$ cat src/rtl/vga_scanout.sv
// ============================================================================
// Module      : vga_scanout
// Description : Read-side master for the VGA port of the shared data memory.
//               Generates 640x480 VGA timing and walks an IMG_W x IMG_H
//               8-bit framebuffer anchored at the top-left of the screen.
//               The memory answers one clk after vga_addr; the pixel tick is
//               at least two clk apart, so the data is settled by the
//               following tick.
//
//               Ports:
//                 clk, rst            clock, asynchronous active-high reset
//                 pix_en              pixel tick (never on consecutive clk)
//                 vga_addr     [31:0] read address to memory VGA port
//                 out_data_vga [7:0]  memory read data (1 clk latency)
//                 hsync, vsync        active-low syncs
//                 blank_n             high while output pixel is visible
//                 vga_r/g/b    [7:0]  grey-replicated pixel colour
//                 frame_start         1-clk pulse when pixel (0,0) shows
// Revision    : 1.0 - initial release
// ============================================================================
`default_nettype none

module vga_scanout #(
  parameter int          H_VISIBLE = 640,
  parameter int          H_FP      = 16,
  parameter int          H_SYNC    = 96,
  parameter int          H_BP      = 48,
  parameter int          V_VISIBLE = 480,
  parameter int          V_FP      = 10,
  parameter int          V_SYNC    = 2,
  parameter int          V_BP      = 33,
  parameter int          IMG_W     = 256,
  parameter int          IMG_H     = 256,
  parameter logic [31:0] BASE_ADDR = 32'd0
) (
  input  logic        clk,
  input  logic        rst,
  input  logic        pix_en,
  output logic [31:0] vga_addr,
  input  logic [7:0]  out_data_vga,
  output logic        hsync,
  output logic        vsync,
  output logic        blank_n,
  output logic [7:0]  vga_r,
  output logic [7:0]  vga_g,
  output logic [7:0]  vga_b,
  output logic        frame_start
);

  localparam int H_TOTAL = H_VISIBLE + H_FP + H_SYNC + H_BP;
  localparam int V_TOTAL = V_VISIBLE + V_FP + V_SYNC + V_BP;
  localparam int HW      = $clog2(H_TOTAL);
  localparam int VW      = $clog2(V_TOTAL);

  // All region tests are done in 32 bits so that image sizes larger than
  // the counter range still compare correctly.
  localparam logic [31:0] c_H_LAST     = 32'(H_TOTAL - 1);
  localparam logic [31:0] c_V_LAST     = 32'(V_TOTAL - 1);
  localparam logic [31:0] c_H_VISIBLE  = 32'(H_VISIBLE);
  localparam logic [31:0] c_V_VISIBLE  = 32'(V_VISIBLE);
  localparam logic [31:0] c_IMG_W      = 32'(IMG_W);
  localparam logic [31:0] c_IMG_H      = 32'(IMG_H);
  localparam logic [31:0] c_HS_START   = 32'(H_VISIBLE + H_FP);
  localparam logic [31:0] c_HS_END     = 32'(H_VISIBLE + H_FP + H_SYNC);
  localparam logic [31:0] c_VS_START   = 32'(V_VISIBLE + V_FP);
  localparam logic [31:0] c_VS_END     = 32'(V_VISIBLE + V_FP + V_SYNC);

  // --------------------------------------------------------------------------
  // Position counters and per-line framebuffer base
  // --------------------------------------------------------------------------
  logic [HW-1:0] r_h_cnt;
  logic [VW-1:0] r_v_cnt;
  logic [31:0]   r_row_base;

  logic [31:0] w_h32;
  logic [31:0] w_v32;
  logic        w_h_last;
  logic        w_v_last;
  logic        w_vis;
  logic        w_in_img;
  logic        w_hs_act;
  logic        w_vs_act;
  logic        w_origin;
  logic [31:0] w_pix_addr;

  assign w_h32      = 32'(r_h_cnt);
  assign w_v32      = 32'(r_v_cnt);
  assign w_h_last   = (w_h32 == c_H_LAST);
  assign w_v_last   = (w_v32 == c_V_LAST);
  assign w_vis      = (w_h32 < c_H_VISIBLE) && (w_v32 < c_V_VISIBLE);
  assign w_in_img   = (w_h32 < c_IMG_W) && (w_v32 < c_IMG_H);
  assign w_hs_act   = (w_h32 >= c_HS_START) && (w_h32 < c_HS_END);
  assign w_vs_act   = (w_v32 >= c_VS_START) && (w_v32 < c_VS_END);
  assign w_origin   = (r_h_cnt == '0) && (r_v_cnt == '0);
  // Row base is accumulated line by line, so no multiplier is needed here.
  assign w_pix_addr = r_row_base + w_h32;

  always_ff @(posedge clk or posedge rst) begin
    if (rst) begin
      r_h_cnt    <= '0;
      r_v_cnt    <= '0;
      r_row_base <= BASE_ADDR;
    end else if (pix_en) begin
      if (w_h_last) begin
        r_h_cnt <= '0;
        if (w_v_last) begin
          r_v_cnt    <= '0;
          r_row_base <= BASE_ADDR;
        end else begin
          r_v_cnt <= r_v_cnt + VW'(1);
          // Only image lines advance the base; below the image it parks.
          if (w_v32 < c_IMG_H) begin
            r_row_base <= r_row_base + c_IMG_W;
          end
        end
      end else begin
        r_h_cnt <= r_h_cnt + HW'(1);
      end
    end
  end

  // --------------------------------------------------------------------------
  // Stage 1: issue address, capture region flags for the same position
  // --------------------------------------------------------------------------
  logic [31:0] r_addr;
  logic        r_s1_vis;
  logic        r_s1_img;
  logic        r_s1_hs;
  logic        r_s1_vs;
  logic        r_s1_origin;

  always_ff @(posedge clk or posedge rst) begin
    if (rst) begin
      r_addr      <= BASE_ADDR;
      r_s1_vis    <= 1'b0;
      r_s1_img    <= 1'b0;
      r_s1_hs     <= 1'b0;
      r_s1_vs     <= 1'b0;
      r_s1_origin <= 1'b0;
    end else if (pix_en) begin
      // Outside the image the address holds, avoiding needless memory reads.
      if (w_in_img) begin
        r_addr <= w_pix_addr;
      end
      r_s1_vis    <= w_vis;
      r_s1_img    <= w_in_img;
      r_s1_hs     <= w_hs_act;
      r_s1_vs     <= w_vs_act;
      r_s1_origin <= w_origin;
    end
  end

  // --------------------------------------------------------------------------
  // Stage 2: present pixel; syncs/blank delayed with data to stay aligned
  // --------------------------------------------------------------------------
  logic [7:0] r_pix;
  logic       r_hsync;
  logic       r_vsync;
  logic       r_blank_n;
  logic       r_frame_start;

  always_ff @(posedge clk or posedge rst) begin
    if (rst) begin
      r_pix         <= 8'd0;
      r_hsync       <= 1'b1;
      r_vsync       <= 1'b1;
      r_blank_n     <= 1'b0;
      r_frame_start <= 1'b0;
    end else begin
      // pix_en is never high twice in a row, so this is a one-clk pulse.
      r_frame_start <= pix_en & r_s1_origin;
      if (pix_en) begin
        r_pix     <= (r_s1_vis && r_s1_img) ? out_data_vga : 8'd0;
        r_hsync   <= ~r_s1_hs;
        r_vsync   <= ~r_s1_vs;
        r_blank_n <= r_s1_vis;
      end
    end
  end

  assign vga_addr    = r_addr;
  assign vga_r       = r_pix;
  assign vga_g       = r_pix;
  assign vga_b       = r_pix;
  assign hsync       = r_hsync;
  assign vsync       = r_vsync;
  assign blank_n     = r_blank_n;
  assign frame_start = r_frame_start;

endmodule

`default_nettype wire

$ cat config.mk
export PLATFORM = sky130hd
export DESIGN_NAME = vga_scanout
export DESIGN_NICKNAME = d
export VERILOG_FILES = /design/src/rtl/vga_scanout.sv
export SDC_FILE = /design/constraint.sdc
export NUM_CORES = 1
export LEC_CHECK = 0
export BUFFER_PORTS_ARGS = -buffer_cell sky130_fd_sc_hd__buf_2
export CAP_MARGIN = 15
export CORE_MARGIN = 2
export CORE_UTILIZATION = 57
export DETAILED_ROUTE_END_ITERATION = 16
export HOLD_SLACK_MARGIN = 0.06
export PLACE_DENSITY = 0.81
export SLEW_MARGIN = 20
export SYNTH_ARGS = -nofsm -noshare
export SYNTH_HDL_FRONTEND = slang
export SYNTH_SLANG_ARGS = --single-unit
$ cat constraint.sdc
create_clock -name clk -period 3.32 [get_ports clk]
set_input_delay 0.664 -clock clk [delete_from_list [all_inputs] [get_ports clk]]
set_output_delay 0.664 -clock clk [all_outputs]
set_load 0.1 [all_outputs]
# [After elaboration in Yosys (flattened, before gate mapping)]
# Cells that the tools add are included.
[word_totals] rom_bits=0 elab_cells=48 inputBits=11 out_inout_bits=60 latchBits=0 mem_bits_rw=0 memories=0 register_bits=101
[op_classes] div=0 n_reduce_logical=12 n_shift=0 addsub=4 n_eq_ne=2 bitwise_logic=3 order_cmp=8 n_mux=5 multipliers=0
[op_table] operator="32-bit 2-to-1 mux" count=2
[op_table] operator="10-bit by 9-bit < comparator with 1-bit output (second input constant)" count=4
[op_table] operator="32-bit by 10-bit adder with 32-bit output" count=1
[op_table] operator="32-bit by 9-bit adder with 32-bit output (second input constant)" count=1
[op_table] operator="10-bit by 1-bit adder with 10-bit output (second input constant)" count=2
[op_table] operator="10-bit equality test (second input constant)" count=2
[op_table] operator="10-bit zero test" count=2
[op_table] operator="10-bit < comparator (second input constant)" count=2
[op_table] operator="10-bit 2-to-1 mux" count=2
[op_table] operator="10-bit >= comparator (second input constant)" count=1
[op_table] operator="10-bit by 9-bit >= comparator with 1-bit output (second input constant)" count=1
[op_table] operator="8-bit 2-to-1 mux" count=1
[op_table] operator="1-bit logical AND" count=6
[op_table] operator="2-bit AND reduction" count=2
[op_table] operator="3-bit AND reduction" count=1
[op_table] operator="1-bit NOT" count=2
[op_table] operator="2-bit nonzero test" count=1
[op_table] operator="1-bit AND" count=1

# [Depth between registers and ports, before layout]
# Gate-level depths: netlist (run 1).
[depth] depth_word=3 mapped_depth=8 depth_no_buf=7

# [Worst setup path before layout (run 1)]
# OpenSTA, ideal clock, no wires.
[synth_timing] kind="input to register" startpoint="in pix_en" endpoint="reg r_row_base[25]" required_time_ns=3.188 path_slack_ns=0.965 path_stages=7 arrival_ns=2.223 n_path_buf=2 cell_sequence="buf_2 nand4_1 or4_4 buf_6 nor4_2 xnor2_1 nor2_1"
[synth_via] elab_chain_cells=1
[synth_lines] item="from (decl)" line_no="38" rtl="input logic pix_en,"
[synth_lines] item="3-bit AND reduction (no line)"
[synth_lines] item="to (signal assigned)" line_no="113" rtl="r_row_base <= r_row_base + c_IMG_W;"
[synth_lines] item="to (decl)" line_no="73" rtl="logic [31:0] r_row_base;"
# Every way passes these cells.
# A chain may end at the register's enable or synchronous reset.

# [Worst setup path in the final report (run 1)]
[layout_timing] startpoint="reg r_v_cnt[0]" endpoint="reg r_row_base[22]"
[layout_via] elab_chain_cells=3
[layout_lines] item="from (decl)" line_no="72" rtl="logic [VW-1:0] r_v_cnt;"
[layout_lines] item="from (signal assigned)" line_no="110" rtl="r_v_cnt <= r_v_cnt + VW'(1);"
[layout_lines] item="10-bit by 9-bit < comparator with 1-bit output / 10-bit equality test (equally long branches)" line_no="112, 89"
[layout_lines] item="2-bit nonzero test (no line)"
[layout_lines] item="3-bit AND reduction (no line)"
# Several ways; a longest one is shown, not always the timed one.

==> impl_results.md, run 1 <==
- ANT nets after route: 0
- Fin crit share: between 70% and 80%
- R2r startpoint: r_v_cnt[0]
- Status: complete, no violations
- Maximum VDD drop: 0.583 mV
- GR Util met1: between 30% and 40%
- Max cap viols: 0
- Root Buffer: clkbuf_8
- Crit path launch: r_v_cnt[0]
- M3 GR Usage: under 10%
- EDFF count, synth: 0
- GR Overflow Total: 0
- Global Route Usage Sum: about a quarter
- Clk Latency, worst-skew pair: roughly 0.36 ns
- Fillers: 700
- Critical path fanouts, max: 10
- Largest net degree at the start of global routing: between 50 and 60
- Slew Limit Fails: 0
- Yosys top cell by area: dfrtp_1
- CTS tree: done
- Finish-stage setup viols: 0
- Synth area leaders: dfrtp_1, nand2_1, xnor2_1
- Worst hold path type: reg -> reg
- Multi-input logic area: between 2000 and 2500 um2
- Clock skew: between 0.01 and 0.015 ns
- Gates resized, CTS repair: 0
- Worst Max-Slew Pin Slew: 0.943 ns
- Mapped Nets: roughly 500
- Pleak: roughly 2.5 nW
- Vias in the first global route: 3,370
- Die Wd: 95.4 um
- Fin nets: approximately 550
- H-tree Lvls: 3
- Hold Buf Count CTS: 0
- Yosys top cell area share: 47.9%
- Synth Cell Area: ~4800 um2
- Critical Path Sink Type: register
- Core Rows: 33
- Pre-Repair DR Iteration Count: 6
- Initial DRC count: between 200 and 300
- GR peak layer: met2
- Die Ht: approximately 95 um
- Clock Sinks: 93
- Final wirelength: between 9000 and 10,000 um
- Boundary Pins: 71
- Final hold viol count: 0
- DR vias/cell: around 5.6
- Post-route DRC: 0
- Yosys warnings: 0
- Final min period: 2.49 ns
- P per Cell Area: roughly 540 nW/um2
- Met2 Track Usage GR: between 30% and 40%
- Clock Tree Buf Depth: 2
- Post-synth ARST share: between 90% and 100%
- Initial antenna violation count: 0
- Layout cells sized above 1: between 20 and 25%
- Via count: between 3k and 4k
- Worst endpoint required time: 3.60 ns
- Syn_area_per_cell: approximately 9.8 um2
- Cell variety after synth: around 50
- Register Area: 2330 um2
- Sequential-to-total area share from yosys stat: 49.0%
- Port Buffers: 70
- CP Launch Type: register
- DP HPWL: between 7000 and 8000 um
- Max Clock Freq: 401 MHz
- Placement-stage cell area: ~5100 um2
- Most frequent cells in the layout: dfrtp_1, buf_2, nand2_1
- Syn Inst Count: around 490
- Initial Utilization: approximately three fifths
- Clk slew on worst S/H paths: ~0.090 ns
- Dominant synthesized flop cell: dfrtp_1
- Total CTS buffers: 9
- Setup bufs post-CTS: 0
- GP Congestion: between 0.9 and 1
- Commonest non-fill, non-tap cell in the layout: dfrtp_1
- Core area: 8130 um2
- Area delta synth->final: 10.3%
- Critical setup path kind: reg -> reg
- Worst Hold Launch: r_s1_vs
- Post-Layout Inst Area: 5250 um2
- Die area: just over 9000 um2
- CP arrival: approximately 2.8 ns
- First-pass GRT wire length: ~17,000 um
- #FFs+latches synth: between 90 and 100
- Antenna Cells: 0
- RSZ-0062 raised after global routing: false
- Routed len/inst: between 15 and 20 um
- Total negative slack: 0 ns
- Normalized max-slew margin: between 30% and 40%
-- cell type report --
cell class / instances / area share [%]
Timing Repair Buffer: 76 / 7.77
Tap cell: 105 / 2.50
Sequential cell: 93 / 44.4
Clock buffer: 11 / 2.50
Clock inverter: 5 / 1.14
Multi-Input combinational cell: 328 / 40.2
Inverter: 21 / 1.53
-- power breakdown --
part / switching [mW] / total (mW) / internal (mW)
combinational: 0.629 / 0.773 / 0.143
clock: 0.396 / 0.747 / 0.352
sequential: 0.0887 / 1.31 / 1.22
total: 1.11 / 2.83 / 1.71
-- synthesized netlist by cell type, types with 5 or more instances --
cell,number
clkbuf_1,22
or4_1,6
nor4_2,5
buf_4,16
mux2_2,11
nand2_1,64
xnor2_1,26
nand3_1,16
o22ai_1,8
and3_1,12
nor2_1,43
o21ai_0,25
o21ai_1,6
ha_1,7
dfrtp_1,91
nand4_1,19
nor4_1,5
inv_1,20
xor2_1,25
nor3_1,6
and2_1,5
-- layer usage --
layer	share of wire, %	vias to the layer above
li1	-	1733
met1	47	1732
met2	46	112
met3	5.2	20
met4	1.5	0
met5	0	-
-- path summary, 6_finish.rpt --
kind | end | slack, ns | cells past startpoint
min | vsync | 0.42 | 1
max in group asynchronous | hsync | 2.08 | 3
max reg2reg | r_row_base[22] | 0.83 | 7
min reg2reg | vsync | 0.42 | 1
min in group asynchronous | vga_addr[9] | 0.46 | 2
max | r_row_base[22] | 0.83 | 7
-- logic make-up (layout without fill, tap and decap cells) --
kind of cell,count (synthesis),after routing,synth area share [%]
muxes,12,12,2.81
buffers and inverters,66,113,6.86
DFF,93,93,49.0
and+or+nand+nor,198,198,22.0
adders and majority gates,7,7,1.84
xor gates and xnor gates,51,51,9.39
AOI/OAI and AO/OA,60,60,8.15
-- flip-flops by register name, indices dropped and copies added, names as in the netlist, 8 cells and up --
| name | count |
|---|---|
| vga_addr | 32 |
| vga_b | 8 |
| r_h_cnt | 10 |
| r_v_cnt | 10 |
| r_row_base | 24 |
-- through the flow --
stage | hold slack [ns] | setup WS [ns] | total power, mW | cells | utilization (%)
after global routing | 0.440 | 0.690 | 2.94 | 639 | 64.5
after CTS | 0.415 | 0.842 | 2.85 | 639 | 64.5
final | 0.418 | 0.827 | 2.83 | 639 | 64.5
after global placement | 0.401 | 0.926 | 2.09 | 623 | 62.2
after detailed placement | 0.420 | 0.854 | 2.11 | 623 | 62.2
after floorplan | 0.388 | 0.239 | 2.00 | 487 | -
-- worst max-delay path, stage by stage (launching register included) --
cell and delay, ns:
dfrtp_1 0.40, inv_1 0.09, ha_1 0.15, or4b_4 0.49
o32ai_4 0.51, nand4_1 0.25, or4_1 0.44, o21ai_1 0.08
(Power assumes the default switching activity.)
==> inputs of run 2 (changes only) <==
==> constraint.sdc (replaced) <==
create_clock -name clk -period 2.42 [get_ports clk]
set_input_delay 0.484 -clock clk [delete_from_list [all_inputs] [get_ports clk]]
set_output_delay 0.484 -clock clk [all_outputs]
set_load 0.1 [all_outputs]
==> impl_results.md, run 2 (synthesis results as in run 1) <==
- Status: complete, no violations
- Worst endpoint required time: 2.67 ns (-0.93 ns)
- Clock Tree Buf Depth: 2 (unchanged)
- Commonest non-fill, non-tap cell in the layout: dfrtp_1
- Worst Max-Slew Pin Slew: 0.557 ns (-0.386 ns)
- Layout cells sized above 1: 25.2% (+2.9 points)
- Clk Latency, worst-skew pair: 0.36 ns (about the same)
- Final hold slack: 0.160 ns (-0.258 ns)
- Die area: 9090 um2 (unchanged)
- Initial Utilization: 58.5% (unchanged)
- Critical setup path kind: reg -> reg
- Post-route DRC: 0 (unchanged)
- Max reg flops: 32 (unchanged)
- Die Wd: 95.4 um (unchanged)
- Maximum VDD drop: 0.732 mV (+25%)
- Finish-stage setup viols: 0 (unchanged)
- Initial antenna violation count: 0 (unchanged)
- Via count: 3,744 (+4.1%)
- Placement-stage cell area: 5190 um2 (+2.7%)
- Boundary Pins: 71 (unchanged)
- Die Ht: 95.4 um (unchanged)
- Core area: 8130 um2 (unchanged)
- Fin nets: 561 (+2.6%)
- GR Overflow Total: 0 (unchanged)
- R2R cell count: 7 (unchanged)
- Post-Layout Inst Area: 5450 um2 (+3.8%)
- Root Buffer: clkbuf_8
- DP HPWL: 7510 um (+6.8%)
- GP Congestion: 0.914 (-1.6%)
- Routed len/inst: 15.9 um (+3.0%)
- Total CTS buffers: 9 (unchanged)
- Slew Limit Fails: 0 (unchanged)
- Kind of cell adding the most delay to the critical path: simple AND/OR/NAND/NOR gates
- Clk slew on worst S/H paths: 0.10 ns (about the same)
- Slowest CP cell: o32a_2
- P per Cell Area: 739 nW/um2 (+37%)
- Max Clock Freq: 434 MHz (+8.2%)
- Vias in the first global route: 3,589 (+6.5%)
- Most frequent cells in the layout: dfrtp_1, buf_2, nand2_1
- Pre-Repair DR Iteration Count: 5 (-1)
- Crit path launch: r_v_cnt[1]
- Clock Sinks: 93 (unchanged)
- Worst r2r dst: r_row_base[29]
- Global Route Usage Sum: 24.8% (+1.1 points)
- Antenna Cells: 0 (unchanged)
- Core Rows: 33 (unchanged)
- Flop2flop setup slack: 0.12 ns (-0.71 ns)
- Area delta synth->final: 14.5%
- ANT nets after route: 0 (unchanged)
- Initial DRC count: 277 (+8.2%)
- Final hold viol count: 0 (unchanged)
- Fin crit share: 95.2% (+20 points)
- Port Buffers: 70 (unchanged)
- Critical Path Sink Type: register
- Max cap viols: 0 (unchanged)
- H-tree Lvls: 3 (unchanged)
- Worst Path Buf+Inv: 1 (unchanged)
- Worst hold path type: in -> async
- DR vias/cell: 5.73 (+1.9%)
- Clock skew: 0.0141 ns (+0.00283 ns)
- CTS tree: done
- Largest net degree at the start of global routing: 57 (+1.8%)
- R2r startpoint: r_v_cnt[1]
- Final wirelength: 10,400 um (+5.3%)
- Hold Buf Count CTS: 0 (unchanged)
- Normalized max-slew margin: 62.8% (+26 points)
- Pleak: 2.57 nW (+3.8%)
- Slowest stage delay, CP: 0.50 ns (about the same)
- Worst path depth: 7 (unchanged)
- CP arrival: 2.55 ns (-0.23 ns)
- CP Launch Type: register
- Crit-path cells: inv_1 -> ha_1 -> or4b_4 -> o32a_2 -> nor4_2 -> xnor2_1 -> nor2_1
- First-pass GRT wire length: 17,600 um (+5.7%)
- Final min period: 2.30 ns (-0.189 ns)
- Critical path fanouts, max: 8 (-2)
[run 2: cell count changes in the layout (fill, tap and decap cells not counted), sizes merged]
| cell | before | now |
|---|---|---|
| clkbuf | 11 | 10 |
| bufinv | 1 | 2 |
| inv | 21 | 22 |
| clkinvlp | 1 | 2 |
| buf | 76 | 90 |
| clkinv | 3 | 1 |
[run 2: area by class of cell]
class                           instances  area [um2]
Clock buffer                           10         128
Fill cell                             650        2690
Tap cell                              105         131
Clock inverter                          6        93.8
Multi-Input combinational cell        328        2120
Inverter                               21        82.6
Sequential cell                        93        2330
Timing Repair Buffer                   90         558
[run 2: timing repair]
action                                  CTS  global route
resized for setup                         0             6
setup buffers                             0             1
endpoints found under the setup margin    0            19
hold endpoints to repair                  0             0
[run 2: metal layers]
metal  routed length, um  up-vias  GRT usage (%)
li1                    -     1766              -
met1                4900     1843           36.6
met2                4850      117           38.0
met3                 469       18           3.64
met4                 154        0           7.73
met5                   0        -              0
[run 2: worst reg2reg max path, stage by stage (launching register included)]
cell and delay (ns):
dfrtp_1 0.42, inv_1 0.10, ha_1 0.13, or4b_4 0.49, o32a_2 0.50, nor4_2 0.34
xnor2_1 0.16, nor2_1 0.05
[run 2: worst max path at each step]
stage / endpoint / slack (ns)
after global placement: r_row_base[27] / 0.16
after detailed placement: r_row_base[29] / 0.1
after CTS: r_row_base[27] / 0.08
final: r_row_base[29] / 0.12
after global routing: r_v_cnt[8] / -0.007
after floorplan: r_row_base[16] / 0.16
[run 2: power breakdown]
part           switching, mW  internal [mW]
logic                  0.882          0.214
clock network          0.559          0.592
registers              0.109           1.67
[run 2: through the flow]
step	cells	total power, mW	util (%)	setup TNS (ns)	setup WS, ns
5_1_grt	653	4.17	67.0	-0.00668	-0.00668
3_5_place_dp	636	2.91	63.9	0	0.0959
4_1_cts	652	4.05	66.6	0	0.0751
6_report	653	4.02	67.0	0	0.116
2_1_floorplan	487	2.75	-	0	0.163
3_3_place_gp	636	2.88	63.9	0	0.164
==> inputs of run 3 (changes only) <==
--- a/config.mk
+++ b/config.mk
@@ -7,11 +7,12 @@
 export LEC_CHECK = 0
 export BUFFER_PORTS_ARGS = -buffer_cell sky130_fd_sc_hd__buf_2
 export CAP_MARGIN = 15
-export CORE_MARGIN = 2
+export CORE_MARGIN = 10
 export CORE_UTILIZATION = 57
 export DETAILED_ROUTE_END_ITERATION = 16
+export GPL_TIMING_DRIVEN = 0
 export HOLD_SLACK_MARGIN = 0.06
-export PLACE_DENSITY = 0.81
+export PLACE_DENSITY = 0.8
 export SLEW_MARGIN = 20
 export SYNTH_ARGS = -nofsm -noshare
 export SYNTH_HDL_FRONTEND = slang
==> impl_results.md, run 3 (synthesis results as in run 1) <==
- Critical path fanouts, max: 7 (-1)
- Slowest stage delay, CP: 0.50 ns (about the same)
- Maximum VDD drop: 0.617 mV (-16%)
- H-tree Lvls: 3 (unchanged)
- Pre-Repair DR Iteration Count: 5 (unchanged)
- Most frequent cells in the layout: dfrtp_1, buf_2, nand2_1
- Fin crit share: 97.0% (+1.8 points)
- CP arrival: 2.64 ns (+0.09 ns)
- Largest net degree at the start of global routing: 35 (-39%)
- Total CTS buffers: 9 (unchanged)
- Post-route DRC: 0 (unchanged)
- P per Cell Area: 697 nW/um2 (-5.7%)
- Die area: 12,400 um2 (+36%)
- CTS tree: done
- Worst endpoint required time: 2.71 ns (+0.04 ns)
- Initial antenna violation count: 0 (unchanged)
- Worst hold path type: in -> async
- Boundary Pins: 71 (unchanged)
- Max Clock Freq: 426 MHz (-1.9%)
- Final hold slack: 0.0816 ns (-0.0786 ns)
- Hold Buf Count CTS: 0 (unchanged)
- Area delta synth->final: 18.8%
- First-pass GRT wire length: 19,400 um (+10%)
- Finish-stage setup viols: 0 (unchanged)
- Core area: 8180 um2 (+0.51%)
- Final min period: 2.35 ns (+0.0435 ns)
- Initial DRC count: 273 (-1.4%)
- Post-Layout Inst Area: 5650 um2 (+3.8%)
- Initial Utilization: 58.2% (-0.30 points)
- Worst Path Buf+Inv: 2 (+1)
- ANT nets after route: 0 (unchanged)
- Critical setup path kind: reg -> reg
- DP HPWL: 8750 um (+16%)
- Clock Tree Buf Depth: 2 (unchanged)
- DR vias/cell: 5.64 (-1.6%)
- Root Buffer: clkbuf_8
- Critical Path Sink Type: register
- Clock Sinks: 93 (unchanged)
- Core Rows: 33 (unchanged)
- Final hold viol count: 0 (unchanged)
- Crit-path cells: inv_2 -> ha_1 -> or4b_4 -> o32ai_4 -> buf_12 -> nand3_1 -> or4_1 -> a21oi_1
- Slowest CP cell: or4b_4
- RSZ-0062 raised after global routing: true
- Via count: 3,894 (+4.0%)
- Max cap viols: 0 (unchanged)
- Slew Limit Fails: 0 (unchanged)
- Placed Instances: 664 (+4.4%)
- Die Ht: 111 um (+17%)
- Vias in the first global route: 3,818 (+6.4%)
- Normalized max-slew margin: 51.7% (-11 points)
- CP Launch Type: register
- Port Buffers: 69 (-1.4%)
- Kind of cell adding the most delay to the critical path: simple AND/OR/NAND/NOR gates
- Layout cells sized above 1: 27.4% (+2.2 points)
- Clk Latency, worst-skew pair: 0.37 ns (about the same)
- Pleak: 2.66 nW (+3.8%)
- Clock skew: 0.0177 ns (+0.00362 ns)
- Worst Max-Slew Pin Slew: 0.719 ns (+0.163 ns)
- Antenna Cells: 0 (unchanged)
- Final Util: 69.1% (+2.2 points)
- Final non-filler cell total: 690 (+5.7%)
- Status: complete, no violations
- GP Congestion: 0.941 (+3.0%)
- Max reg flops: 32 (unchanged)
- Global Route Usage Sum: 18.7% (-6.1 points)
- Fin nets: 598 (+6.6%)
- Final wirelength: 11,900 um (+15%)
- Total negative slack: 0 ns (unchanged)
- Clk slew on worst S/H paths: 0.10 ns (about the same)
- GR Overflow Total: 0 (unchanged)
- Commonest non-fill, non-tap cell in the layout: dfrtp_1
- Die Wd: 111 um (+17%)
- Routed len/inst: 17.2 um (+8.4%)
- Placement-stage cell area: 5310 um2 (+2.2%)
## run 3: cell types whose count changed in the layout (fill, tap and decap cells not counted), sizes merged
cell / previous run / this run
buf: 90 / 106
bufinv: 2 / 0
clkbuf: 10 / 31
clkinv: 1 / 2
clkinvlp: 2 / 3
## run 3: final timing paths
kind	start	slack (ns)	to	depth (start not counted)
worst min-delay path	rst	0.08	r_h_cnt[7]	2
max in group asynchronous	rst	1.67	vga_addr[25]	4
min in group clk	out_data_vga[1]	0.34	vga_b[1]	3
worst max-delay path	r_v_cnt[0]	0.07	r_row_base[31]	8
worst min register to register	r_s1_vs	0.41	vsync	1
worst max register to register	r_v_cnt[0]	0.07	r_row_base[31]	8
## run 3: metal layers
layer,part of all wire [%],GRT usage [%],up-vias
li1,-,-,1849
met1,44,24.6,1898
met2,47,29.7,120
met3,6.6,4.29,27
met4,1.9,6.51,0
met5,0,0,-
## run 3: repair_timing
action / 4_1_cts / 5_1_grt
pin swaps: 4 / 3
hold endpoints to repair: 0 / 0
resized for setup: 4 / 14
cloned: 0 / 0
setup buffers: 4 / 8
endpoints found under the setup margin: 26 / 34
## run 3: final cells by class
class                           instances  area (um2)
Fill cell                             632        2520
Sequential cell                        93        2330
Multi-Input combinational cell        328        2170
Timing Repair Buffer                   84         515
Buffer                                 43         246
Tap cell                              105         131
Clock buffer                           10         128
Inverter                               21        82.6
Clock inverter                          6        48.8
## run 3: per-stage QoR
| stage | setup slack (ns) | total power [mW] |
|---|---|---|
| 2_1_floorplan | 0.163 | 2.75 |
| 3_3_place_gp | -0.277 | 2.93 |
| 3_5_place_dp | -0.278 | 2.97 |
| 4_1_cts | 0.00328 | 3.91 |
| 5_1_grt | -0.0404 | 4.09 |
| 6_report | 0.0725 | 3.94 |
## run 3: report_power, final
| part | internal [mW] | switching, mW | total [mW] |
|---|---|---|---|
| Clock | 0.385 | 0.583 | 0.968 |
| Sequential | 1.67 | 0.0999 | 1.77 |
| Combinational | 0.271 | 0.931 | 1.20 |
| Total | 2.32 | 1.61 | 3.94 |
